## src/rtl/uart_echo_system.sv

```systemverilog
// 8N1 UART transmitter looped back internally into an 8N1 receiver, with a
// registered read port and an independent enabled 5-to-32 one-hot decoder.
module uart_echo_system #(
    parameter int clk_freq = 50_000_000,
    parameter int baud     = 115200
) (
    input  logic        clk,
    input  logic        rst,
    input  logic [7:0]  denv,
    input  logic        wr,
    input  logic        rd,
    output logic [7:0]  drec,
    input  logic        habilitarDecodificador,
    input  logic [4:0]  entradaDecodificador,
    output logic [31:0] salidaDecodificador
);

    localparam int DIV = clk_freq / baud;
    localparam int CW  = (DIV > 2) ? $clog2(DIV) : 1;
    localparam logic [CW-1:0] BIT_LAST  = CW'(DIV - 1);
    localparam logic [CW-1:0] HALF_LAST = CW'((DIV / 2 > 0) ? (DIV / 2 - 1) : 0);

    typedef enum logic [1:0] {
        S_IDLE,
        S_START,
        S_DATA,
        S_STOP
    } uart_state_t;

    uart_state_t tx_state;
    logic [CW-1:0] tx_cnt;
    logic [2:0]    tx_bit;
    logic [7:0]    tx_shift;
    logic          txd;

    uart_state_t rx_state;
    logic [CW-1:0] rx_cnt;
    logic [2:0]    rx_bit;
    logic [7:0]    rx_shift;
    logic          rx_done;

    logic [7:0] hold;
    logic       avail;

    // Transmitter: the frame is shifted out of tx_shift LSB first; txd is registered.
    always_ff @(posedge clk or negedge rst) begin
        if (!rst) begin
            tx_state <= S_IDLE;
            tx_cnt   <= '0;
            tx_bit   <= '0;
            tx_shift <= '0;
            txd      <= 1'b1;
        end else begin
            case (tx_state)
                S_IDLE: begin
                    tx_cnt <= '0;
                    tx_bit <= '0;
                    if (wr) begin
                        tx_shift <= denv;
                        txd      <= 1'b0;
                        tx_state <= S_START;
                    end else begin
                        txd <= 1'b1;
                    end
                end
                S_START: begin
                    if (tx_cnt == BIT_LAST) begin
                        tx_cnt   <= '0;
                        txd      <= tx_shift[0];
                        tx_state <= S_DATA;
                    end else begin
                        tx_cnt <= tx_cnt + 1'b1;
                    end
                end
                S_DATA: begin
                    if (tx_cnt == BIT_LAST) begin
                        tx_cnt   <= '0;
                        tx_shift <= {1'b0, tx_shift[7:1]};
                        if (tx_bit == 3'd7) begin
                            txd      <= 1'b1;
                            tx_state <= S_STOP;
                        end else begin
                            txd    <= tx_shift[1];
                            tx_bit <= tx_bit + 1'b1;
                        end
                    end else begin
                        tx_cnt <= tx_cnt + 1'b1;
                    end
                end
                S_STOP: begin
                    txd <= 1'b1;
                    if (tx_cnt == BIT_LAST) begin
                        tx_cnt   <= '0;
                        tx_state <= S_IDLE;
                    end else begin
                        tx_cnt <= tx_cnt + 1'b1;
                    end
                end
                default: begin
                    tx_state <= S_IDLE;
                    txd      <= 1'b1;
                end
            endcase
        end
    end

    // Receiver: half-bit wait after the falling edge, then one sample per bit period.
    always_ff @(posedge clk or negedge rst) begin
        if (!rst) begin
            rx_state <= S_IDLE;
            rx_cnt   <= '0;
            rx_bit   <= '0;
            rx_shift <= '0;
        end else begin
            case (rx_state)
                S_IDLE: begin
                    rx_cnt <= '0;
                    rx_bit <= '0;
                    if (!txd) begin
                        rx_state <= S_START;
                    end
                end
                S_START: begin
                    if (rx_cnt == HALF_LAST) begin
                        rx_cnt   <= '0;
                        rx_state <= txd ? S_IDLE : S_DATA;
                    end else begin
                        rx_cnt <= rx_cnt + 1'b1;
                    end
                end
                S_DATA: begin
                    if (rx_cnt == BIT_LAST) begin
                        rx_cnt   <= '0;
                        rx_shift <= {txd, rx_shift[7:1]};
                        if (rx_bit == 3'd7) begin
                            rx_state <= S_STOP;
                        end else begin
                            rx_bit <= rx_bit + 1'b1;
                        end
                    end else begin
                        rx_cnt <= rx_cnt + 1'b1;
                    end
                end
                S_STOP: begin
                    if (rx_cnt == BIT_LAST) begin
                        rx_cnt   <= '0;
                        rx_state <= S_IDLE;
                    end else begin
                        rx_cnt <= rx_cnt + 1'b1;
                    end
                end
                default: begin
                    rx_state <= S_IDLE;
                end
            endcase
        end
    end

    // A frame is accepted only when the stop-bit sample is high.
    always_comb begin
        rx_done = 1'b0;
        if (rx_state == S_STOP && rx_cnt == BIT_LAST && txd) begin
            rx_done = 1'b1;
        end
    end

    // Holding register and read port; a completing frame wins over a pending read.
    always_ff @(posedge clk or negedge rst) begin
        if (!rst) begin
            hold  <= '0;
            avail <= 1'b0;
            drec  <= '0;
        end else if (rx_done) begin
            hold <= rx_shift;
            if (rd) begin
                drec  <= rx_shift;
                avail <= 1'b0;
            end else begin
                avail <= 1'b1;
            end
        end else if (rd && avail) begin
            drec  <= hold;
            avail <= 1'b0;
        end
    end

    always_comb begin
        salidaDecodificador = '0;
        if (habilitarDecodificador) begin
            salidaDecodificador = 32'd1 << entradaDecodificador;
        end
    end

endmodule

```

## config.mk

```make
export PLATFORM = sky130hd
export DESIGN_NAME = uart_echo_system
export DESIGN_NICKNAME = d
export VERILOG_FILES = /design/src/rtl/uart_echo_system.sv
export SDC_FILE = /design/constraint.sdc
export NUM_CORES = 1
export LEC_CHECK = 0
export CAP_MARGIN = 10
export CORE_ASPECT_RATIO = 0.75
export CORE_MARGIN = 3
export CORE_UTILIZATION = 45
export CTS_CLUSTER_SIZE = 20
export DETAILED_ROUTE_END_ITERATION = 6
export PLACE_DENSITY_LB_ADDON = 0.1
export SETUP_SLACK_MARGIN = 0.4
export SYNTH_ARGS = -nofsm -noshare
export SYNTH_HDL_FRONTEND = slang
export SYNTH_SLANG_ARGS = --single-unit
```

## constraint.sdc

```tcl
create_clock -name clk -period 2.62 [get_ports clk]
set_input_delay 0.786 -clock clk [delete_from_list [all_inputs] [get_ports clk]]
set_output_delay 0.786 -clock clk [all_outputs]
set_load 0.01 [all_outputs]
```

**After elaboration in Yosys (flattened, before gate mapping)**

Cells that the tools add are included.

- Word-level logic and storage cells: 99
- Register bits: 62
- Bits of input ports: 18
- Output and inout bits: 40

- Shift operators: 1
- Mux-type cells: 40
- Reductions and logical operators: 18
- $add $sub $neg: 4
- Equal/unequal tests: 24

Operator list:

| kind | count |
|---|---|
| two-way mux 8 bit | 5 |
| two-way mux 32 bit | 1 |
| left shift 1 x 5 -> 32 bit, first input constant | 1 |
| two-way mux 9 bit | 3 |
| one-hot mux 9 bit (3 select lines) | 1 |
| inequality test 2 bit, second input constant | 13 |
| two-way mux 2 bit | 11 |
| adder 9 x 1 -> 9 bit, second input constant | 2 |
| == test 9 bit, second input constant | 2 |
| one-hot mux 9 bit (2 select lines) | 1 |
| one-hot mux 2 bit (4 select lines) | 2 |
| one-hot mux 8 bit (2 select lines) | 1 |
| two-way mux 3 bit | 4 |
| one-hot mux 3 bit (2 select lines) | 2 |
| AND reduction 5 bit | 2 |
| == test 9 x 8 -> 1 bit, second input constant | 1 |
| AND reduction 3 bit | 3 |
| == test 2 bit, second input constant | 4 |
| two-way mux 1 bit | 8 |
| adder 3 x 1 -> 3 bit, second input constant | 2 |
| == test 3 bit, second input constant | 2 |
| AND reduction 2 bit | 3 |
| nonzero test 2 bit | 3 |
| == test 2 x 1 -> 1 bit, second input constant | 2 |
| other kinds (5) | 8 |

**Logic depth before layout (Yosys ltp)**

Gate-level depths: netlist of the first run.

- Depth after elaboration: 6
- Depth in mapped cells: 8
- Gate-level depth less buffers: 6

**Worst setup path before layout of the first run**

No wires, ideal clock.

- Path kind: in2out
- Start point: input entradaDecodificador[0]
- End point: output salidaDecodificador[0]
- Arrival time: 1.419 ns
- Data required time: 1.834 ns
- Stages on the path: 3
- Buffers on the path: 1
- Slack: 0.415 ns
- Cells stage by stage: or2_2 clkbuf_1 nor2_1

- Longest elaborated chain between the ends: 2

RTL lines:

| element | RTL line | source |
|---|---|---|
| start, declared | 14 | `input logic [4:0] entradaDecodificador,` |
| left shift 1 x 5 -> 32 bit | 190 | `salidaDecodificador = 32'd1 << entradaDecodificador;` |
| two-way mux 32 bit | 189 | `if (habilitarDecodificador) begin` |
| end, declared | 15 | `output logic [31:0] salidaDecodificador` |

Every way passes these cells.

**Worst setup path in the final report of the first run**

- Start point: input habilitarDecodificador
- End point: output salidaDecodificador[24]

- Longest elaborated chain between the ends: 1

RTL lines:

| element | RTL line | source |
|---|---|---|
| start, declared | 13 | `input logic habilitarDecodificador,` |
| two-way mux 32 bit | 189 |  |

Every way passes these cells.

==> results of run 1 <==
==> cells by family after synthesis <==
group,share of synthesized area
AND/OR/NAND/NOR,0.222
flip-flops,0.473
AO/OA/AOI/OAI,0.102
multiplexers,0.0811
buffers and inverters,0.0282
XOR/XNOR,0.0400
adder cells (fa/ha/maj),0.0533
==> routing by layer <==
layer,up-vias,wire (um),GRT usage
li1,1249,-,-
met1,1154,3450,0.228
met2,71,2940,0.270
met3,7,379,0.0509
met4,0,86,0.0590
met5,-,0,0
==> final cells by class <==
cell class / instances / area (um2)
Tap cell: 98 / 123
Sequential cell: 62 / 1550
Multi-Input combinational cell: 239 / 1760
Clock buffer: 9 / 124
Inverter: 10 / 37.5
Clock inverter: 7 / 98.8
Fill cell: 603 / 2720
Timing Repair Buffer: 68 / 548
==> path summary, 6_finish.rpt <==
path,endpoint,cells past startpoint
setup / recovery,salidaDecodificador[24],5
hold / removal,drec[7],2
setup reg to reg,drec[5],4
hold reg to reg,tx_cnt[0],1
max in group asynchronous,txd,2
min in group clk,tx_cnt[0],1
==> worst register-to-register path: cells and delay by family (launching register included) <==
kind | cells | cell delay (ns)
AO/OA/AOI/OAI | 2 | 0.56
flip-flops | 1 | 0.44
AND/OR/NAND/NOR | 2 | 1.03
==> metrics by stage <==
stage	TNS (ns)	instance area [um2]	total power (uW)
detailed placement	-15.88	3960	1160
finish	0	4240	2090
global route	0	4240	2170
CTS	0	4160	2110
floorplan	0	3290	1050
global placement	-15.68	3960	1160
==> synth_stat cells (6+ instances only) <==
library cell and n:
nand3_1 14, dfrtp_1 61, or2_2 8, xnor2_1 10
nor2_1 68, o221a_2 15, mux2_2 17, o21ai_0 8
inv_1 10, ha_1 14, nand2_1 21, clkbuf_1 6
nand2b_1 12
==> sequential cells by signal, summed over array words and instances, names as in the netlist, named ones only <==
register  count
rx_cnt        9
rx_bit        3
hold          8
avail         1
tx_shift      8
tx_bit        3
tx_state      2
rx_shift      8
tx_cnt        9
txd           1
drec          8
rx_state      1
==> power by group through the flow <==
stage | clock, uW | combinational, uW | sequential, uW
2_1_floorplan | 0 | 44.3 | 1010
3_3_place_gp | 0 | 156 | 1000
3_5_place_dp | 0 | 157 | 1000
4_1_cts | 951 | 172 | 983
5_1_grt | 991 | 198 | 984
6_report | 920 | 183 | 982
==> what timing repair did <==
action	in CTS	in global routing
resized for setup	192	16
setup endpoints to repair	32	37
pin swaps	17	14
setup buffers	3	4
==> run metrics, run 1 <==
status completed; #FFs+latches synth 62; Mapped Area 3290 um2; vias per cell 5.03; Hold-fix buffers, CTS 0; post-layout util 0.610; critical path cell sequence buf_8 > nor2b_4 > nand3_4 > nor2_2 > buf_2; antenna violations before repair 0; WP data required 1.83 ns; Final Max Tran Viols 0; Reg power frac 0.471; Num CTS Buffers 9; DP HPWL 4.63 mm; worst-margin pin slew 0.518 ns; total grt overflow 0; Final Setup Violations 0; Pwr per Cell Area 492 nW/um2; crit path from habilitarDecodificador; fmax 438 MHz; Routed WL 6.86 mm; clk_lat worst skew 0.34 ns; Comb power frac 0.088; io pins 58; max incr delay on CP 0.25 ns; die area 8370 um2; critical-path cell with the highest stage delay nor2b_4; delay-heaviest family, CP simple AND/OR/NAND/NOR gates; HP Class in2async; Sw Ratio 0.227; WP buf/inv 2; Critical Path Sink Type output pin; Rel. slew slack 0.652; reg2reg start rx_cnt[3]; Clock Tree Root clkbuf_8; # nets final 422; Die Y 80 um; Starting Density 0.472; post-layout minimum cycle time 2.28 ns; post-synthesis average cell area 10.2 um2; commonest non-fill, non-tap cell in the layout dfrtp_1; GPL Wtd Cong 0.764; DR WL/cell 13.9 um; largest net degree at the start of global routing 63; via count 2481; top post-synthesis cells by area dfrtp_1 46%, nor2_1 7.8%, mux2_2 5.8%; reg2reg setup slack 0.53 ns; Iter 0 DRT Violations 135; Synth cell types 43; Syn. warnings 0; Setup CP Type in2out; share of the clock period used by the worst path 0.870; CTS clk-pin slew, worst paths 0.08 ns; CTS sink cnt 62; H-tree Lvls 3; Setup Skew 0.0107 ns; final setup margin 0.339 ns; Final Hold Vio Count 0; GRT Util Overall 0.172; worst ir drop on vdd 0.000271 V; most frequent cells in the layout 61 x dfrtp_1, 55 x nor2_1, 33 x buf_2, 18 x clkdlybuf4s50_1; first-pass GRT wire length 11.4 mm; layout cells sized above 1 0.359; drt pass-1 iters 4; P_int 1610 uW; unrepaired setup endpoints after global routing yes; Syn Inst Count 321; ant diodes 0; crit-path max FO 4; max cap viols 0; CTS tree built; hold_ws 0.435 ns; vias in the first global route 2361; Core Box Area 6960 um2; maximum clock insertion buffer count 2; Arr. time, crit path 1.49 ns; part of the power in the clock network 0.441; Leak 0.00199 uW; post-synth top area share 0.465; Final ANT Viol Nets 0; Synth Flop Type dfrtp_1; Mapped Nets 353; pre-CTS worst setup slack -0.558 ns; Port Buffer Count 57; die width 105 um; Post-Place Cells 470; top cell type by total area after synthesis dfrtp_1; number of synthesized flops with an enable pin 0; Critical Path Source Type input pin; asr flop ratio synth 1.00; Finished Layout Cells 493; Net Switching 474 uW; Synth-to-Final Area Change 29.2%; post-synthesis sequential area ratio 0.473; drt drc 0; Core Rows 26
(Power assumes the default switching activity.)
==> inputs of run 2 (changes only) <==
Settings changed: HOLD_SLACK_MARGIN from default to 0.1.
==> results of run 2 <==
Final layout, timing and power as in run 1 (identical DEF).
